===== src/rtl/gol_cell_renderer.sv =====
// Game of Life pixel stage: prefetches one board row per cell row during hblank
// and renders the board as square cells behind a 2-cycle pipeline.
module gol_cell_renderer #(
  parameter int CELL_SHIFT = 3,
  parameter int BOARD_PX   = 480,
  parameter int GRID_N     = BOARD_PX >> CELL_SHIFT
) (
  input  logic                      clk_vga,
  input  logic                      rst,
  input  logic [9:0]                sx,
  input  logic [9:0]                sy,
  input  logic                      de,
  input  logic                      hsync_in,
  input  logic                      vsync_in,
  input  logic                      show_grid,
  output logic                      row_req,
  output logic [$clog2(GRID_N)-1:0] row_addr,
  input  logic                      row_ack,
  input  logic [GRID_N-1:0]         row_data,
  output logic [3:0]                VGA_R,
  output logic [3:0]                VGA_G,
  output logic [3:0]                VGA_B,
  output logic                      VGA_HSYNC,
  output logic                      VGA_VSYNC,
  output logic                      frame_done,
  output logic                      underflow
);

  localparam int         ADDR_W    = $clog2(GRID_N);
  localparam int         COL_W     = 11 - CELL_SHIFT;
  localparam logic [9:0] BOARD_LIM = 10'(BOARD_PX);
  localparam logic [9:0] X_FETCH   = 10'd640;
  localparam logic [9:0] X_LAST    = 10'd799;
  localparam logic [9:0] Y_LAST    = 10'd524;

  typedef enum logic [1:0] {S_IDLE, S_REQ, S_DONE} state_t;

  state_t              state_q, state_d;
  logic [ADDR_W-1:0]   row_addr_q, row_addr_d;
  logic [GRID_N-1:0]   buf_q, buf_d;
  logic                buf_valid_q, buf_valid_d;
  logic                underflow_q, underflow_d;
  logic [9:0]          ny;
  logic                fetch_row;

  // Row to prefetch belongs to the next line; line 524 wraps to line 0.
  assign ny        = (sy == Y_LAST) ? 10'd0 : sy + 10'd1;
  assign fetch_row = (ny < BOARD_LIM) && (ny[CELL_SHIFT-1:0] == '0);

  always_comb begin
    state_d     = state_q;
    row_addr_d  = row_addr_q;
    buf_d       = buf_q;
    buf_valid_d = buf_valid_q;
    underflow_d = underflow_q;
    case (state_q)
      S_IDLE: begin
        if (sx == X_FETCH && fetch_row) begin
          state_d    = S_REQ;
          row_addr_d = ADDR_W'(ny >> CELL_SHIFT);
        end
      end
      S_REQ: begin
        if (row_ack) begin
          buf_d       = row_data;
          buf_valid_d = 1'b1;
          state_d     = S_DONE;
        end else if (sx == X_LAST) begin
          buf_valid_d = 1'b0;
          underflow_d = 1'b1;
          state_d     = S_DONE;
        end
      end
      S_DONE: begin
        if (sx == 10'd0) state_d = S_IDLE;
      end
      default: state_d = S_IDLE;
    endcase
  end

  always_ff @(posedge clk_vga) begin
    if (rst) begin
      state_q     <= S_IDLE;
      row_addr_q  <= '0;
      buf_q       <= '0;
      buf_valid_q <= 1'b0;
      underflow_q <= 1'b0;
    end else begin
      state_q     <= state_d;
      row_addr_q  <= row_addr_d;
      buf_q       <= buf_d;
      buf_valid_q <= buf_valid_d;
      underflow_q <= underflow_d;
    end
  end

  assign row_req   = (state_q == S_REQ);
  assign row_addr  = row_addr_q;
  assign underflow = underflow_q;

  // Stage 1: register timing and track the cell position with counters.
  logic                  s1_de_q, s1_hs_q, s1_vs_q, s1_board_q, s1_right_q, s1_grid_q, s1_fd_q;
  logic [CELL_SHIFT-1:0] s1_sub_y_q;
  logic [CELL_SHIFT-1:0] sub_x_q, sub_x_d;
  logic [COL_W-1:0]      col_q, col_d;

  always_comb begin
    sub_x_d = sub_x_q + CELL_SHIFT'(1);
    col_d   = (&sub_x_q) ? col_q + COL_W'(1) : col_q;
    if (sx == 10'd0) begin
      sub_x_d = '0;
      col_d   = '0;
    end
  end

  always_ff @(posedge clk_vga) begin
    if (rst) begin
      s1_de_q    <= 1'b0;
      s1_hs_q    <= 1'b1;
      s1_vs_q    <= 1'b1;
      s1_board_q <= 1'b0;
      s1_right_q <= 1'b0;
      s1_grid_q  <= 1'b0;
      s1_fd_q    <= 1'b0;
      s1_sub_y_q <= '0;
      sub_x_q    <= '0;
      col_q      <= '0;
    end else begin
      s1_de_q    <= de;
      s1_hs_q    <= hsync_in;
      s1_vs_q    <= vsync_in;
      s1_board_q <= (sx < BOARD_LIM) && (sy < BOARD_LIM);
      s1_right_q <= (sx >= BOARD_LIM);
      s1_grid_q  <= show_grid;
      s1_fd_q    <= (sx == BOARD_LIM - 10'd1) && (sy == BOARD_LIM - 10'd1);
      s1_sub_y_q <= sy[CELL_SHIFT-1:0];
      sub_x_q    <= sub_x_d;
      col_q      <= col_d;
    end
  end

  // Cell lookup as a one-hot AND-OR mux over the line buffer.
  logic [GRID_N-1:0] cell_hit;
  logic              cell_live;

  genvar gi;
  generate
    for (gi = 0; gi < GRID_N; gi++) begin : g_cell_sel
      assign cell_hit[gi] = buf_q[gi] && (col_q == COL_W'(gi));
    end
  endgenerate

  assign cell_live = |cell_hit;

  // Stage 2: colour decision and output registers.
  logic [3:0] r_q, g_q, b_q, r_d, g_d, b_d;
  logic       hs_q, vs_q, fd_q;

  always_comb begin
    r_d = 4'h0;
    g_d = 4'h0;
    b_d = 4'h0;
    if (s1_de_q && s1_board_q) begin
      if (!buf_valid_q) begin
        r_d = 4'hF;
      end else if (s1_grid_q && (sub_x_q == '0 || s1_sub_y_q == '0)) begin
        r_d = 4'h4;
        g_d = 4'h4;
        b_d = 4'h4;
      end else if (cell_live) begin
        r_d = 4'hF;
        g_d = 4'hF;
        b_d = 4'hF;
      end
    end else if (s1_de_q && s1_right_q) begin
      b_d = 4'h2;
    end
  end

  always_ff @(posedge clk_vga) begin
    if (rst) begin
      r_q  <= 4'h0;
      g_q  <= 4'h0;
      b_q  <= 4'h0;
      hs_q <= 1'b1;
      vs_q <= 1'b1;
      fd_q <= 1'b0;
    end else begin
      r_q  <= r_d;
      g_q  <= g_d;
      b_q  <= b_d;
      hs_q <= s1_hs_q;
      vs_q <= s1_vs_q;
      fd_q <= s1_fd_q;
    end
  end

  assign VGA_R      = r_q;
  assign VGA_G      = g_q;
  assign VGA_B      = b_q;
  assign VGA_HSYNC  = hs_q;
  assign VGA_VSYNC  = vs_q;
  assign frame_done = fd_q;

endmodule


===== config.mk =====
export PLATFORM = sky130hd
export DESIGN_NAME = gol_cell_renderer
export DESIGN_NICKNAME = d
export VERILOG_FILES = /design/src/rtl/gol_cell_renderer.sv
export SDC_FILE = /design/constraint.sdc
export NUM_CORES = 1
export LEC_CHECK = 0
export BUFFER_PORTS_ARGS = -buffer_cell sky130_fd_sc_hd__buf_2
export CAP_MARGIN = 20
export CORE_MARGIN = 4
export CORE_UTILIZATION = 53
export CTS_CLUSTER_SIZE = 10
export DETAILED_ROUTE_END_ITERATION = 8
export PLACE_DENSITY = 0.8
export SLEW_MARGIN = 30
export SYNTH_ARGS = -nofsm -noshare
export SYNTH_HDL_FRONTEND = slang
export SYNTH_SLANG_ARGS = --single-unit

===== constraint.sdc =====
create_clock -name clk_vga -period 2.4 [get_ports clk_vga]
set_input_delay 0.48 -clock clk_vga [delete_from_list [all_inputs] [get_ports clk_vga]]
set_output_delay 0.48 -clock clk_vga [all_outputs]
set_load 0.1 [all_outputs]

# --- After elaboration in Yosys (flattened, before gate mapping) ---
# Cells that the tools add are included.
classes:
  div: 0
  mul: 0
  n_mux: 14
  n_lt_le_gt_ge: 4
  n_bitwise: 2
  n_addsub: 3
  n_reduce_logical: 84
  n_eq_ne: 69
  n_shift: 0
op_table:
  columns: ["op", "count"]
  rows:
  - ["$eq 8x6->1 const B", 28]
  - ["$eq 8x5->1 const B", 16]
  - ["$logic_and 1x1->1", 67]
  - ["$eq 8x4->1 const B", 8]
  - ["$reduce_or 60->1", 1]
  - ["$eq 8x3->1 const B", 4]
  - ["$eq 10x10->1 const B", 3]
  - ["$lt 10x9->1 const B", 3]
  - ["$eq 10x9->1 const B", 2]
  - ["$mux 4", 5]
  - ["$eq 8x2->1 const B", 2]
  - ["$add 10x1->10 const B", 1]
  - ["$ge 10x9->1 const B", 1]
  - ["$logic_not 10->1", 1]
  - ["$mux 10", 1]
  - ["$mux 2", 5]
  - ["$logic_not 3->1", 3]
  - ["$reduce_and 3->1", 3]
  - ["$add 8x1->8 const B", 1]
  - ["$eq 8x1->1 const B", 1]
  - ["$logic_not 8->1", 1]
  - ["$pmux 2 s3", 1]
  - ["$reduce_and 2->1", 3]
  - ["$ne 2x2->1 const B", 2]
  - ["10 further kinds", 13]
word_totals:
  regBits: 106
  mem_bits_ro: 0
  memories: 0
  ram_bits: 0
  word_cells: 197
  latch_bits: 0

# --- Longest topological paths before layout ---
logic_depth:
  word_depth: 7
  mapped_depth: 9
  mapped_depth_nobuf: 8

# --- Least setup slack after synthesis ---
# Ideal clock, no wire load.
synth_timing:
  path_type: "input -> register"
  startpoint: "input port sx[1]"
  endpoint: "register row_addr_q[0] (netlist: row_addr[0])"
  slack_ns: 0.213
  path_stages: 6
  n_path_buf: 0
  required_ns: 2.272
  t_arrival_ns: 2.059
  path_cell_list: "or4_4 -> nor4_4 -> nand3_2 -> a311oi_4 -> mux2i_1 -> nor2_1"
synth_between:
  elab_chain_len: 3
synth_rtl:
  columns: ["element", "line_no", "text"]
  rows:
  - ["start: declaration", "10", "input logic [9:0] sx,"]
  - ["$eq 10x10->1", "58", "if (sx == X_FETCH && fetch_row) begin"]
  - ["$logic_and 1x1->1", "58", null]
  - ["$reduce_and 2->1 (no source line)", null, null]
  - ["end signal: assignment", "90", "row_addr_q <= row_addr_d;"]
  - ["end: declaration", "39", "logic [ADDR_W-1:0] row_addr_q, row_addr_d;"]
# No other way between the ends.
# A chain may end at the register's enable or synchronous reset.

# --- Final worst setup path ---
layout_timing:
  startpoint: "register col_q[0]"
  endpoint: "register r_q[1] (netlist: VGA_R[1])"
layout_between:
  elab_chain_len: 6
  word_cells_on_any_way: 124
  classes_between: "eq/ne: 59; mux: 3; reduce/logical: 62"
layout_rtl:
  columns: ["element", "line_no", "text"]
  rows:
  - ["start: declaration", "105", "logic [COL_W-1:0] col_q, col_d;"]
  - ["start signal: assignment", "138", "col_q <= col_d;"]
  - ["$eq 8x1->1, or another cell as far along", "149", "assign cell_hit[gi] = buf_q[gi] && (col_q == COL_W'(gi));"]
  - ["$logic_and 1x1->1", "149", null]
  - ["$reduce_or 60->1 *", "153", "assign cell_live = |cell_hit;"]
  - ["$mux 4 *", "170", "end else if (cell_live) begin"]
  - ["$mux 4 *", "166", "end else if (s1_grid_q && (sub_x_q == '0 || s1_sub_y_q == '0)) begin"]
  - ["$mux 4 *", "164", "if (!buf_valid_q) begin"]
  - ["end signal: assignment", "189", "r_q <= r_d;"]
  - ["end: declaration", "156", "logic [3:0] r_q, g_q, b_q, r_d, g_d, b_d;"]
# Every way passes the cells marked *; elsewhere a longest branch is shown, timed or not.

==> summary.txt <==
Logic synthesis
  – Commonest cells in the synthesized netlist: nand2_1, dfxtp_1, a21oi_1
  – Primary FF master, synth: dfxtp_1
  – Largest family of logic cells by synthesized area: simple AND/OR/NAND/NOR gates
  – Post-Syn Instances: 544
  – Compound-Gate Fraction of Synth Area: 18.6%
  – Syn avg cell area: 8.08 sq um
  – Area share of xor/xnor cells in the synthesized design: 2.59%
  – Number of synthesized flops with an enable pin: 0
  – Ys Warns: 0
  – Seq/Total Area, Yosys: 45.1%
  – Yosys reg bits: 99
  – Post-synthesis mux area share: 1.40%
  – Cell Area, Synth: 0.00439 sq mm
  – Synth top area cells: dfxtp_1, nand2_1, a21oi_1
  – Synth Net Count: 640
  – Top cell type's share of synthesized area: 45.1%
  – Cell with the most instances after synthesis: nand2_1
  – Ys async rst share: 0%
  – Post-Synth Simple-Gate Area: 23.8%
  – Post-Synth Adder-Cell Area: 2.56%
  – Yosys top cell by area: dfxtp_1
  – Synth unique cells: 54

GRT
  – Largest net degree at the start of global routing: 72
  – Tot GR Track Use: 21.2%
  – Initial antenna violation count: 0
  – Vias in the first global route: 3943
  – First-pass GRT wire length: 17200 um
  – GR Overflow Total: 0

Placed design
  – Post-place setup slack: -0.169 ns
  – HPWL after detailed placement: 7830 um
  – Port bufs: 109
  – GPL Wtd Cong: 0.887
  – Area after DPL: 0.00500 sq mm
  – Placed Cells: 726

Flow run
  – Max_cap viols: 0

Clock tree
  – Post-CTS Setup Repair Bufs: 0
  – Clock Latency Late Sink: 0.37 ns
  – CTS Sinks: 99
  – Clock Root Buffer: clkbuf_8
  – Worst-path clk slew: 0.10 ns
  – H-tree depth: 3
  – Number of CTS-inserted buffers: 9
  – Worst-case clock buffer depth: 2
  – TritonCTS clock tree: yes

Worst hold path
  – Worst hold stages: 2
  – Hold Crit Start: vsync_in
  – Hold EP: s1_vs_q
  – Hold/Removal Path Class: in -> reg

STA
  – Slack of the critical path: 0.166 ns
  – Final setup violation count: 0
  – Final hold violations: 0
  – Slew at the pin closest to its max-slew limit: 0.713 ns
  – Clock Skews: 0.0111 ns
  – Slew HR: 52.5%
  – Fmax: 448 MHz
  – RSZ-0062 raised after global routing: false
  – Max Slew Vio Count: 0
  – Fin crit period: 2.23 ns
  – Crit share post-route: 93.1%

Power
  – PwrDens: 547 mW/mm^2
  – Clk pwr share: 35.3%
  – Reg power frac: 58.0%
  – Internal power: 2140 uW
  – LEAKAGE: 0.00197 uW
  – Combinational power share: 6.7%
  – Switch share: 25.3%
  – P_sw: 724 uW
  – VDD IR max: 371 uV

Layout
  – Design Area, Final: 0.00524 sq mm
  – Final non-filler cell total: 742
  – Area growth syn-to-layout: 19.1%
  – Fin nets: 731
  – Layout cells sized above 1: 26.3%
  – ANT cells: 0

Worst setup path
  – Crit path kind: reg -> reg
  – CP max stage cell: dfxtp_2
  – CP startpoint kind: register
  – RR Endpoint: VGA_R[1]
  – Worst r2r path cells: 9
  – Launching point of the worst reg2reg path: col_q[0]
  – R2r setup slk: 0.17 ns
  – Crit path largest cell delay: 0.41 ns
  – Crit-path most repeated cell: a211oi_1
  – Worst Path Required: 2.64 ns
  – Critical-path maximum fanout: 9
  – Critical path cell sequence: inv_1, ha_2, buf_4, a222oi_1, o21ai_0, o21bai_1, a32oi_2, a211oi_1, a211oi_1
  – Arrival time worst endpoint: 2.48 ns
  – CP bufs+invs: 2
  – Top delay family on crit path: compound AO/OA/AOI/OAI gates
  – Crit end category: register

Routing
  – 1st-pass router iterations: 6
  – Avg Vias per Cell: 5.51
  – Post-route DRC: 0
  – Drt wl/cell: 14.3 um
  – DRT antenna net count: 0
  – Routed WL: 10600 um
  – Vias: 4091
  – DRT iter0 DRCs: 233

Floorplan
  – Initial Util: 55.7%
  – Cell Rows: 32
  – Die ar.: 0.00981 sq mm
  – Core ar.: 0.00789 sq mm
  – Die height: 99.1 um
  – Die width: 99.1 um
  – Num ports: 110

Run status
  – Run status: finished clean
-- layout by cell type, fill, tap and decap left out, drive strengths merged, types with 2 or more instances in the layout --
master,count
a211oi,5
a21oi,73
a222oi,5
a22o,2
a22oi,12
a311oi,4
a31oi,4
a32oi,2
a41oi,2
and3,4
buf,125
clkbuf,9
dfxtp,99
ha,9
inv,18
mux2i,5
nand2,135
nand2b,4
nand3,16
nand3b,2
nand4,9
nor2,28
nor2b,7
nor3,8
nor4,4
o211ai,2
o21ai,12
o31ai,2
or2,5
or3,2
or4,2
xnor2,3
xor2,10
-- kinds of logic (layout without fill, tap and decap cells) --
group / Yosys count / after routing
fa+ha+maj: 9 / 9
flops: 99 / 99
mux: 6 / 6
xor+xnor: 13 / 13
buf+inv: 57 / 153
compound gates: 130 / 130
simple gates: 230 / 230
-- metal layers --
| layer | routed length (um) | global-route usage, % | up-vias | part of all wire [%] |
|---|---|---|---|---|
| li1 | - | - | 2052 | - |
| met1 | 4530 | 26.6 | 1876 | 43 |
| met2 | 5160 | 35.6 | 151 | 49 |
| met3 | 804 | 5.10 | 12 | 7.6 |
| met4 | 131 | 7.46 | 0 | 1.2 |
| met5 | 0 | 0 | - | 0 |
-- registers in the layout, indices dropped and copies added (netlist names), 2 cells and up --
signal and count:
buf_q 60, col_q 8, row_addr 6, s1_sub_y_q 3, sub_x_q 3, VGA_G 2
VGA_R 2, state_q 2
-- worst max-delay path by stage --
stage               cells after the start      from          end  slack [ns]
global route                            9  col_q[0]     VGA_R[1]        0.03
CTS                                     9  col_q[0]     VGA_R[2]        0.02
finish                                  9  col_q[0]     VGA_R[1]        0.17
global placement                       10  col_q[0]     VGA_B[1]       -0.09
detailed placement                      9  col_q[0]     VGA_B[1]       -0.17
floorplan                               6     sx[1]  row_addr[0]        0.21
-- what timing repair did --
item | in CTS | in global routing
endpoints found under the setup margin | 5 | 5
pin swaps | 0 | 0
hold buffers | 0 | 0
resized for setup | 5 | 8
hold endpoints to repair | 0 | 0
-- worst reg2reg max path, delay by kind of cell, from the launching register on --
| kind | cells | cell delay, ns |
|---|---|---|
| AO/OA/AOI/OAI | 6 | 1.14 |
| flip-flops | 1 | 0.41 |
| buffers and inverters | 2 | 0.31 |
| adder cells (fa/ha/maj) | 1 | 0.27 |
-- power groups by stage --
| stage | sequential, uW | combinational, uW | clock (uW) |
|---|---|---|---|
| 3_5_place_dp | 1700 | 192 | 0 |
| 6_report | 1660 | 193 | 1010 |
| 2_1_floorplan | 1710 | 80.7 | 0 |
| 4_1_cts | 1660 | 193 | 1040 |
| 3_3_place_gp | 1700 | 189 | 0 |
| 5_1_grt | 1660 | 212 | 1100 |
-- layout make-up --
cell class / instances / area (sq um)
Tap cell: 102 / 128
Multi-Input combinational cell: 388 / 2200
Clock buffer: 9 / 124
Inverter: 12 / 45.0
Timing Repair Buffer: 125 / 691
Fill cell: 678 / 2650
Clock inverter: 7 / 62.6
Sequential cell: 99 / 1980
-- through the flow --
stage               total power [uW]  utilization (%)  hold WS (ns)  TNS, ns
finish                          2870             66.4         0.291        0
global route                    2980             66.4         0.279        0
CTS                             2890             65.9         0.283        0
detailed placement              1890             63.4         0.416   -0.662
global placement                1890             63.4         0.391   -0.256
floorplan                       1790                -         0.389        0
No activity file was read; power rests on OpenSTA's default activity.
